`src/rtl/sw_cond_pkg.sv`:
```
// Shared constants and helpers for the slide-switch input conditioner.
package sw_cond_pkg;

    // 10 ms hold time at a 100 MHz system clock.
    localparam int unsigned DEFAULT_DEBOUNCE_100MHZ = 32'd1_000_000;

    // Short hold time so benches finish quickly.
    localparam int unsigned SIM_DEBOUNCE = 32'd8;

    // Ceiling log2, never less than 1 so a counter always has a bit.
    function automatic int unsigned clog2(input int unsigned value);
        int unsigned r;
        r = 32'd0;
        while ((64'd1 << r) < 64'(value)) begin
            r = r + 32'd1;
        end
        if (r == 32'd0) begin
            r = 32'd1;
        end
        return r;
    endfunction

endpackage

```
`src/rtl/sw_debounce_channel.sv`:
```
// One switch channel: synchroniser chain, hold counter, stable level and
// registered rise/fall strobes. The pre-register strobe values are exported
// so the top level can update its own registers on the same edge.
module sw_debounce_channel
    import sw_cond_pkg::*;
#(
    parameter int unsigned SYNC_STAGES     = 32'd2,
    parameter int unsigned DEBOUNCE_CYCLES = DEFAULT_DEBOUNCE_100MHZ
) (
    input  logic clk,
    input  logic rst_n,
    input  logic sw_in,
    output logic stable,
    output logic rise_next,
    output logic fall_next,
    output logic rise,
    output logic fall
);

    localparam int unsigned CNT_W = clog2(DEBOUNCE_CYCLES);
    localparam logic [CNT_W-1:0] CNT_MAX  = CNT_W'(DEBOUNCE_CYCLES - 32'd1);
    localparam logic [CNT_W-1:0] CNT_ONE  = CNT_W'(32'd1);
    localparam logic [CNT_W-1:0] CNT_ZERO = CNT_W'(32'd0);

    logic [SYNC_STAGES-1:0] sync_q, sync_d;
    logic [CNT_W-1:0]       cnt_q, cnt_d;
    logic                   stable_q, stable_d;
    logic                   prev_q, prev_d;
    logic                   rise_q, rise_d;
    logic                   fall_q, fall_d;
    logic                   s_sync;

    assign s_sync = sync_q[SYNC_STAGES-1];

    // Next-state: shift the synchroniser, run the hold counter, derive strobes.
    always_comb begin
        sync_d   = {sync_q[SYNC_STAGES-2:0], sw_in};
        cnt_d    = CNT_ZERO;
        stable_d = stable_q;
        prev_d   = stable_q;
        if (s_sync != stable_q) begin
            if (cnt_q == CNT_MAX) begin
                stable_d = s_sync;
                cnt_d    = CNT_ZERO;
            end else begin
                cnt_d = cnt_q + CNT_ONE;
            end
        end else begin
            // Any return to the accepted level restarts qualification.
            cnt_d = CNT_ZERO;
        end
        // Edge detect on the stable level, one cycle behind its update.
        rise_d = stable_q & ~prev_q;
        fall_d = ~stable_q & prev_q;
    end

    // Channel state registers; everything clears on reset.
    always_ff @(posedge clk or negedge rst_n) begin
        if (!rst_n) begin
            sync_q   <= {SYNC_STAGES{1'b0}};
            cnt_q    <= CNT_ZERO;
            stable_q <= 1'b0;
            prev_q   <= 1'b0;
            rise_q   <= 1'b0;
            fall_q   <= 1'b0;
        end else begin
            sync_q   <= sync_d;
            cnt_q    <= cnt_d;
            stable_q <= stable_d;
            prev_q   <= prev_d;
            rise_q   <= rise_d;
            fall_q   <= fall_d;
        end
    end

    assign stable    = stable_q;
    assign rise_next = rise_d;
    assign fall_next = fall_d;
    assign rise      = rise_q;
    assign fall      = fall_q;

endmodule

```
`src/rtl/sw_input_conditioner.sv`:
```
// Board switch front end: NUM_SW independent debounce channels plus the
// per-channel toggle latches and a combined any-change strobe.
module sw_input_conditioner
    import sw_cond_pkg::*;
#(
    parameter int unsigned NUM_SW          = 32'd4,
    parameter int unsigned SYNC_STAGES     = 32'd2,
    parameter int unsigned DEBOUNCE_CYCLES = DEFAULT_DEBOUNCE_100MHZ
) (
    input  logic              CLK,
    input  logic              RESET,
    input  logic [NUM_SW-1:0] SW,
    input  logic              TOGGLE_CLR,
    output logic [NUM_SW-1:0] SW_STABLE,
    output logic [NUM_SW-1:0] SW_RISE,
    output logic [NUM_SW-1:0] SW_FALL,
    output logic [NUM_SW-1:0] TOGGLE,
    output logic              SW_CHANGED
);

    logic [NUM_SW-1:0] rise_next_s;
    logic [NUM_SW-1:0] fall_next_s;
    logic [NUM_SW-1:0] toggle_q, toggle_d;
    logic              changed_q, changed_d;

    for (genvar gi = 0; gi < NUM_SW; gi++) begin : g_chan
        sw_debounce_channel #(
            .SYNC_STAGES     (SYNC_STAGES),
            .DEBOUNCE_CYCLES (DEBOUNCE_CYCLES)
        ) u_chan (
            .clk       (CLK),
            .rst_n     (RESET),
            .sw_in     (SW[gi]),
            .stable    (SW_STABLE[gi]),
            .rise_next (rise_next_s[gi]),
            .fall_next (fall_next_s[gi]),
            .rise      (SW_RISE[gi]),
            .fall      (SW_FALL[gi])
        );
    end

    // Toggle on each rise (clear wins) and merge all strobes into one pulse.
    always_comb begin
        toggle_d  = toggle_q;
        changed_d = |(rise_next_s | fall_next_s);
        if (TOGGLE_CLR) begin
            toggle_d = {NUM_SW{1'b0}};
        end else begin
            toggle_d = toggle_q ^ rise_next_s;
        end
    end

    // Toggle latches and change strobe, aligned with the channel strobes.
    always_ff @(posedge CLK or negedge RESET) begin
        if (!RESET) begin
            toggle_q  <= {NUM_SW{1'b0}};
            changed_q <= 1'b0;
        end else begin
            toggle_q  <= toggle_d;
            changed_q <= changed_d;
        end
    end

    assign TOGGLE     = toggle_q;
    assign SW_CHANGED = changed_q;

endmodule

```
`config.mk`:
```
export PLATFORM = sky130hd
export DESIGN_NAME = sw_input_conditioner
export DESIGN_NICKNAME = d
export VERILOG_FILES = /design/src/rtl/sw_cond_pkg.sv /design/src/rtl/sw_debounce_channel.sv /design/src/rtl/sw_input_conditioner.sv
export SDC_FILE = /design/constraint.sdc
export NUM_CORES = 1
export LEC_CHECK = 0
export CAP_MARGIN = 20
export CELL_PAD_IN_SITES_DETAIL_PLACEMENT = 1
export CELL_PAD_IN_SITES_GLOBAL_PLACEMENT = 1
export CORE_ASPECT_RATIO = 0.7
export CORE_UTILIZATION = 48
export CTS_CLUSTER_SIZE = 24
export DETAILED_ROUTE_END_ITERATION = 12
export PLACE_DENSITY = 0.77
export SETUP_SLACK_MARGIN = 0.3
export SLEW_MARGIN = 25
export SYNTH_ARGS = -nofsm -noshare
export SYNTH_HDL_FRONTEND = slang
export SYNTH_SLANG_ARGS = --single-unit
```
`constraint.sdc`:
```
create_clock -name CLK -period 2.5 [get_ports CLK]
set_input_delay 0.375 -clock CLK [delete_from_list [all_inputs] [get_ports CLK]]
set_output_delay 0.375 -clock CLK [all_outputs]
set_load 0.01 [all_outputs]
```
==> results of run 1 <==
-- sequential cells by signal, indices dropped and copies added, names as in the netlist --
signal and count:
TOGGLE 4, g_chan.u_chan.sync_q 8, g_chan.u_chan.rise 4, g_chan.u_chan.prev_q 4
g_chan.u_chan.stable 4, SW_CHANGED 1, g_chan.u_chan.fall 4, g_chan.u_chan.cnt_q 80
-- through the flow --
| stage | total power [mW] | utilization, % |
|---|---|---|
| floorplan | 1.881 | - |
| global placement | 1.947 | 54.05 |
| detailed placement | 1.953 | 54.05 |
| CTS | 3.335 | 57.02 |
| global route | 3.412 | 57.43 |
| finish | 3.300 | 57.43 |
-- per-layer routing --
metal,vias up,share of wire [%],global-route usage [%]
met1,1775,48,28.68
li1,1711,-,-
met4,0,1.6,6.900
met5,-,0,0
met2,37,48,36.06
met3,17,2.3,4.398
-- what timing repair did --
| item | CTS | global route |
|---|---|---|
| endpoints found under the setup margin | 0 | 46 |
| setup buffers | 0 | 1 |
| resized for setup | 0 | 4 |
| hold buffers | 1 | 0 |
| hold endpoints to repair | 10 | 0 |
-- power breakdown --
group / total [mW] / switching [mW] / internal (mW)
sequential: 1.80 / 0.0205 / 1.78
combinational: 0.116 / 0.0760 / 0.0398
clock: 1.38 / 0.669 / 0.711
-- cells in the final DEF (no fill, tap or decap), drive strengths merged, types with 3 or more instances in the layout --
master / count
nor4b: 3
inv: 26
o31ai: 8
clkdlybuf4s50: 22
xnor2: 40
clkbuf: 10
nand4: 20
and3: 7
nand2: 23
a21oi: 16
buf: 11
nor4: 15
o21ai: 12
or3: 10
nor3: 15
mux2: 4
nand3: 23
xor2: 22
and4: 5
ha: 12
nor2: 75
dfrtp: 109
or4: 9
-- layout make-up --
| class | count | area (um2) |
|---|---|---|
| clock buffers | 10 | 239.0 |
| well taps | 128 | 160.2 |
| fillers | 1057 | 4234 |
| repair buffers | 34 | 329.1 |
| multi-input cells | 330 | 2121 |
| flip-flops and latches | 109 | 2728 |
| inverters | 24 | 90.09 |
| clock inverters | 6 | 46.29 |
-- cells by family after synthesis --
| group | share of synthesized area, % |
|---|---|
| fa+ha+maj | 2.981 |
| mux | 1.292 |
| simple gates | 21.86 |
| xor+xnor | 10.78 |
| buf+inv | 4.396 |
| compound gates | 4.546 |
| flops | 54.15 |
-- path summary, 6_finish.rpt --
kind | endpoint | cells past startpoint | slack [ns]
worst max-delay path | g_chan[3].u_chan.stable | 4 | 0.39
worst min-delay path | g_chan[2].u_chan.sync_q[1] | 0 | 0.35
worst max register to register | g_chan[3].u_chan.stable | 4 | 0.39
worst min register to register | g_chan[2].u_chan.sync_q[1] | 0 | 0.35
max in group asynchronous | g_chan[3].u_chan.cnt_q[6] | 3 | 1.24
min in group asynchronous | TOGGLE[0] | 2 | 0.53
==> impl_metrics.csv, run 1 <==
group,metric,value,unit
clocking,clk_latency,0.35,ns
floorplan,core,9947,um2
place,placed_cell_area,5376,um2
worst_setup_path,crit_fanout,6,
timing,fin_setup_tns,0,ns
yosys,yosys.cell_types.count,36,
timing,setup_viol,0,
hold_path,min_path_type,"reg2reg",
drt,drtPass1Iterations,4,
drt,ant_nets,0,
worst_setup_path,cp.buffers_inverters,0,
drt,drc,0,
yosys,synth_top_area_cell,"dfrtp_1",
yosys,yosysSeqAreaShare,54.15,%
drt,first_iter_violations,165,
yosys,synth-edff-count,0,
timing,max_freq,0.4747,GHz
clocking,cts_buffer_depth,2,
yosys,synth_area,5037,um2
timing,final.min_clock_period,2.107,ns
global_route,grt_max_degree,39,
power,vdd_drop_max,0.0004276,V
drt,viasPerCell,5.523,
yosys,netlist_top_cells_count,"109 x dfrtp_1, 75 x nor2_1, 40 x xnor2_1, 24 x inv_1",
finish,nets,527,
clocking,cts_buffers,9,
yosys,synth_area_leaders,"dfrtp_1 54%, xnor2_1 7.0%, nor2_1 5.6%",
clocking,cts_root_buf,"clkbuf_16",
yosys,async_flop_share,100.0,%
floorplan,die_y,87.71,um
finish,diodes,0,
hold_path,min-delay-start,"g_chan[2].u_chan.sync_q[0]",
floorplan,rows,30,
place,hpwl,7436,um
timing,fin_skew,0.007004,ns
floorplan,initial_utilization,50.64,%
clocking,clock-sinks,109,
yosys,synth.avg_cell_area,10.43,um2
drt,via_count,3540,
yosys,ys_ff_latch,109,
job,drv_cap,0,
worst_setup_path,critPathLaunchType,"flop",
place,gp_congestion,0.8352,
drt,finalWirelength,10690,um
worst_setup_path,cp-startpoint,"g_chan[3].u_chan.cnt_q[8]",
worst_setup_path,worstReg2RegStart,"g_chan[3].u_chan.cnt_q[8]",
global_route,gr-total-overflow,0,
global_route,grt_use_total,21.60,%
place,place_inst,623,
place,port-buffer-count,23,
floorplan,die_w,124.4,um
finish,drive_above_1_share,8.382,%
power,p_per_area,577.6,nW/um2
place,place_worst_setup_slack,0.3595,ns
yosys,yosys.cell_count.top_type,"dfrtp_1",
drt,wl_per_cell,16.67,um
yosys,ys_warn_count,0,
worst_setup_path,max_stage_delay,0.56,ns
yosys,synth_cells,483,
worst_setup_path,crit_family,"simple AND/OR/NAND/NOR gates",
floorplan,fp.dieArea,10910,um2
worst_setup_path,criticalPathCategory,"reg2reg",
timing,min_period_over_period,84.27,%
yosys,yosysTopAreaCellShare,54.15,%
clocking,clk_pin_slew,0.07,ns
timing,fin_hold_ws,0.3521,ns
timing,timing.final.ws_setup,0.3932,ns
global_route,grt_pass1_vias,3778,
clocking,cts_tree,"yes",
global_route,grt_pass1_wl,18820,um
finish,synthToLayoutAreaGrowth,13.41,%
timing,rsz0062_at_grt,"false",
timing,tightestPinTransition,0.6475,ns
worst_setup_path,critPathSlowestCell,"or4_1",
global_route,antenna_found_initial,0,
floorplan,io_pins,24,
worst_setup_path,crit_path_cell_trace,"or4_1, or4_4, nor2_2, mux2_1",
finish,final_cell_area,5713,um2
worst_setup_path,worstPathArrival,2.34,ns
worst_setup_path,required,2.73,ns
timing,slew_headroom,56.43,%
timing,final_max_slew_viol_count,0,
timing,hold_violations,0,
yosys,synth_ff_type,"dfrtp_1",
run_status,status,"finished, final reports clean",
clocking,htree_levels,3,
power,cellLeakagePower,2.343,nW
finish,finalNonFillerCells,641,
worst_setup_path,cp-end-kind,"flop",
yosys,syn_nets,502,
Note: power is estimated with default switching activity, not from simulation.
==> run 2: changes to the inputs <==
==> constraint.sdc (replaced) <==
create_clock -name CLK -period 2 [get_ports CLK]
set_input_delay 0.3 -clock CLK [delete_from_list [all_inputs] [get_ports CLK]]
set_output_delay 0.3 -clock CLK [all_outputs]
set_load 0.01 [all_outputs]
==> impl_metrics.csv, run 2 (synthesis results as in run 1) <==
group,metric,value,unit
worst_setup_path,cp.buffers_inverters,1,
worst_setup_path,worstPathArrival,2.26,ns
place,hpwl,8010,um
hold_path,min_path_cells,0,
hold_path,hold_end,"g_chan[2].u_chan.sync_q[1]",
drt,drtPass1Iterations,4,
power,swShare,23.80,%
timing,min_period_over_period,101.3,%
finish,diodes,0,
worst_setup_path,path_common_cell,"or4_4",
floorplan,die_w,124.4,um
clocking,cts_root_buf,"clkbuf_16",
clocking,clk_latency,0.37,ns
worst_setup_path,cp-end-kind,"flop",
timing,tightestPinTransition,0.5105,ns
power,cellLeakagePower,2.727,nW
place,port-buffer-count,23,
global_route,gr-total-overflow,0,
finish,nets,589,
worst_setup_path,max_stage_delay,0.54,ns
power,p_seq_share,51.7,%
drt,wl_per_cell,22.88,um
floorplan,io_pins,24,
finish,reg_top3,"g_chan.u_chan.cnt_q: 80 flops, g_chan.u_chan.sync_q: 8 flops",
clocking,cts_buffers,9,
timing,final_max_slew_viol_count,0,
worst_setup_path,criticalPathCategory,"reg2reg",
clocking,cts_tree,"yes",
run_status,status,"finished with violations",
global_route,antenna_found_initial,0,
finish,drive_above_1_share,32.00,%
drt,viasPerCell,5.972,
timing,final.min_clock_period,2.026,ns
floorplan,rows,30,
finish,largest_reg_flops,80,
timing,setup_viol,6,
floorplan,die_y,87.71,um
power,power.share.combinational,5.9,%
hold_path,min-delay-start,"g_chan[2].u_chan.sync_q[0]",
worst_setup_path,r2r_cells,5,
drt,first_iter_violations,200,
timing,fin_skew,0.01984,ns
hold_path,min_path_type,"reg2reg",
place,placed_cell_area,5627,um2
worst_setup_path,reg2reg_to,"g_chan[3].u_chan.cnt_q[2]",
clocking,clock-sinks,109,
finish,final_cell_area,6744,um2
power,vdd_drop_max,0.0004587,V
timing,slew_headroom,65.65,%
finish,multiInputGateArea,2590,um2
power,p_per_area,649.2,nW/um2
worst_setup_path,regToRegSetupSlack,-0.03,ns
worst_setup_path,crit_family,"simple AND/OR/NAND/NOR gates",
place,place_inst,644,
clocking,cts_buffer_depth,2,
global_route,grt_use_total,26.24,%
timing,hold_violations,0,
worst_setup_path,crit_fanout,12,
job,drv_cap,0,
timing,rsz0062_at_grt,"true",
clocking,clk_pin_slew,0.07,ns
finish,synthToLayoutAreaGrowth,33.88,%
worst_setup_path,crit_path_cell_trace,"or4_4, or4_4, o21ai_4, buf_12, nor2_2",
worst_setup_path,worstReg2RegStart,"g_chan[3].u_chan.cnt_q[15]",
floorplan,initial_utilization,50.64,%
power,p_sw,1.042,mW
drt,drc,0,
floorplan,core,9947,um2
global_route,grt_pass1_vias,4275,
worst_setup_path,critPathSlowestCell,"or4_4",
power,p_int,3.336,mW
global_route,grt_max_degree,34,
power,pwr-share-clk,42.4,%
drt,via_count,4198,
timing,timing.final.ws_setup,-0.02580,ns
global_route,grt_pass1_wl,22190,um
clocking,htree_levels,3,
place,gp_congestion,0.8279,
finish,seq_area,2740,um2
drt,finalWirelength,16080,um
finish,fillerInstances,996,
floorplan,fp.dieArea,10910,um2
finish,layout_common_cells,"99 x dfrtp_1, 59 x buf_4, 40 x xnor2_1",
finish,regMostFlops,"g_chan.u_chan.cnt_q",
timing,max_freq,0.4936,GHz
drt,ant_nets,0,
worst_setup_path,required,2.23,ns
run_status,violations,"negative setup slack",
finish,finalNonFillerCells,703,
finish,mostFrequentLayoutCell,"dfrtp_1",
worst_setup_path,critPathLaunchType,"flop",
==> run 2: area by class of cell <==
| cell class | instances | share of cell area (%) |
|---|---|---|
| Timing Repair Buffer | 96 | 12.89 |
| Tap cell | 128 | 2.375 |
| Clock buffer | 12 | 3.655 |
| Multi-Input combinational cell | 330 | 38.40 |
| Sequential cell | 109 | 40.63 |
| Clock inverter | 4 | 0.7050 |
| Inverter | 24 | 1.336 |
==> run 2: through the flow <==
step                setup slack [ns]  setup TNS [ns]  power [mW]  utilization, %  hold WS [ns]
finish                      -0.02580        -0.07139       4.378           67.80        0.3587
global route                -0.05021         -0.5325       4.468           67.80        0.3658
CTS                          0.01981               0       4.277           63.74        0.3572
detailed placement           0.02629               0       2.458           56.57        0.2775
global placement             0.05543               0       2.449           56.57        0.2745
floorplan                    0.05205               0       2.356               -      0.004409
==> run 2: routing by layer <==
layer	up-vias	global-route usage [%]	part of all wire (%)
li1	1837	-	-
met1	2189	32.90	43
met3	44	5.376	4.1
met2	128	46.26	49
met5	-	0	0
met4	0	8.434	3.3
==> run 2: worst max-delay path by stage <==
stage          depth (start not counted)                          to  slack (ns)                        from
2_1_floorplan                          5  g_chan[3].u_chan.cnt_q[11]        0.05  g_chan[3].u_chan.cnt_q[15]
3_3_place_gp                           4     g_chan[3].u_chan.stable        0.06  g_chan[3].u_chan.cnt_q[15]
3_5_place_dp                           4     g_chan[3].u_chan.stable        0.03  g_chan[3].u_chan.cnt_q[15]
4_1_cts                                4     g_chan[3].u_chan.stable        0.02   g_chan[3].u_chan.cnt_q[7]
5_1_grt                                5   g_chan[3].u_chan.cnt_q[2]       -0.05  g_chan[3].u_chan.cnt_q[15]
6_report                               5   g_chan[3].u_chan.cnt_q[2]       -0.03  g_chan[3].u_chan.cnt_q[15]
==> run 2: power by group through the flow <==
stage / Combinational [mW] / Clock (mW) / Sequential [mW]
global placement: 0.152 / 0 / 2.30
CTS: 0.198 / 1.82 / 2.26
detailed placement: 0.159 / 0 / 2.30
floorplan: 0.0639 / 0 / 2.29
finish: 0.260 / 1.86 / 2.26
global route: 0.283 / 1.92 / 2.26
==> run 2: repair_timing <==
item	in CTS	in global routing
buffers inserted	25	15
endpoints found under the setup margin	85	87
resized for setup	56	72
gates cloned	2	0
hold endpoints to repair	30	0
hold buffers	1	0
pin swaps	28	24
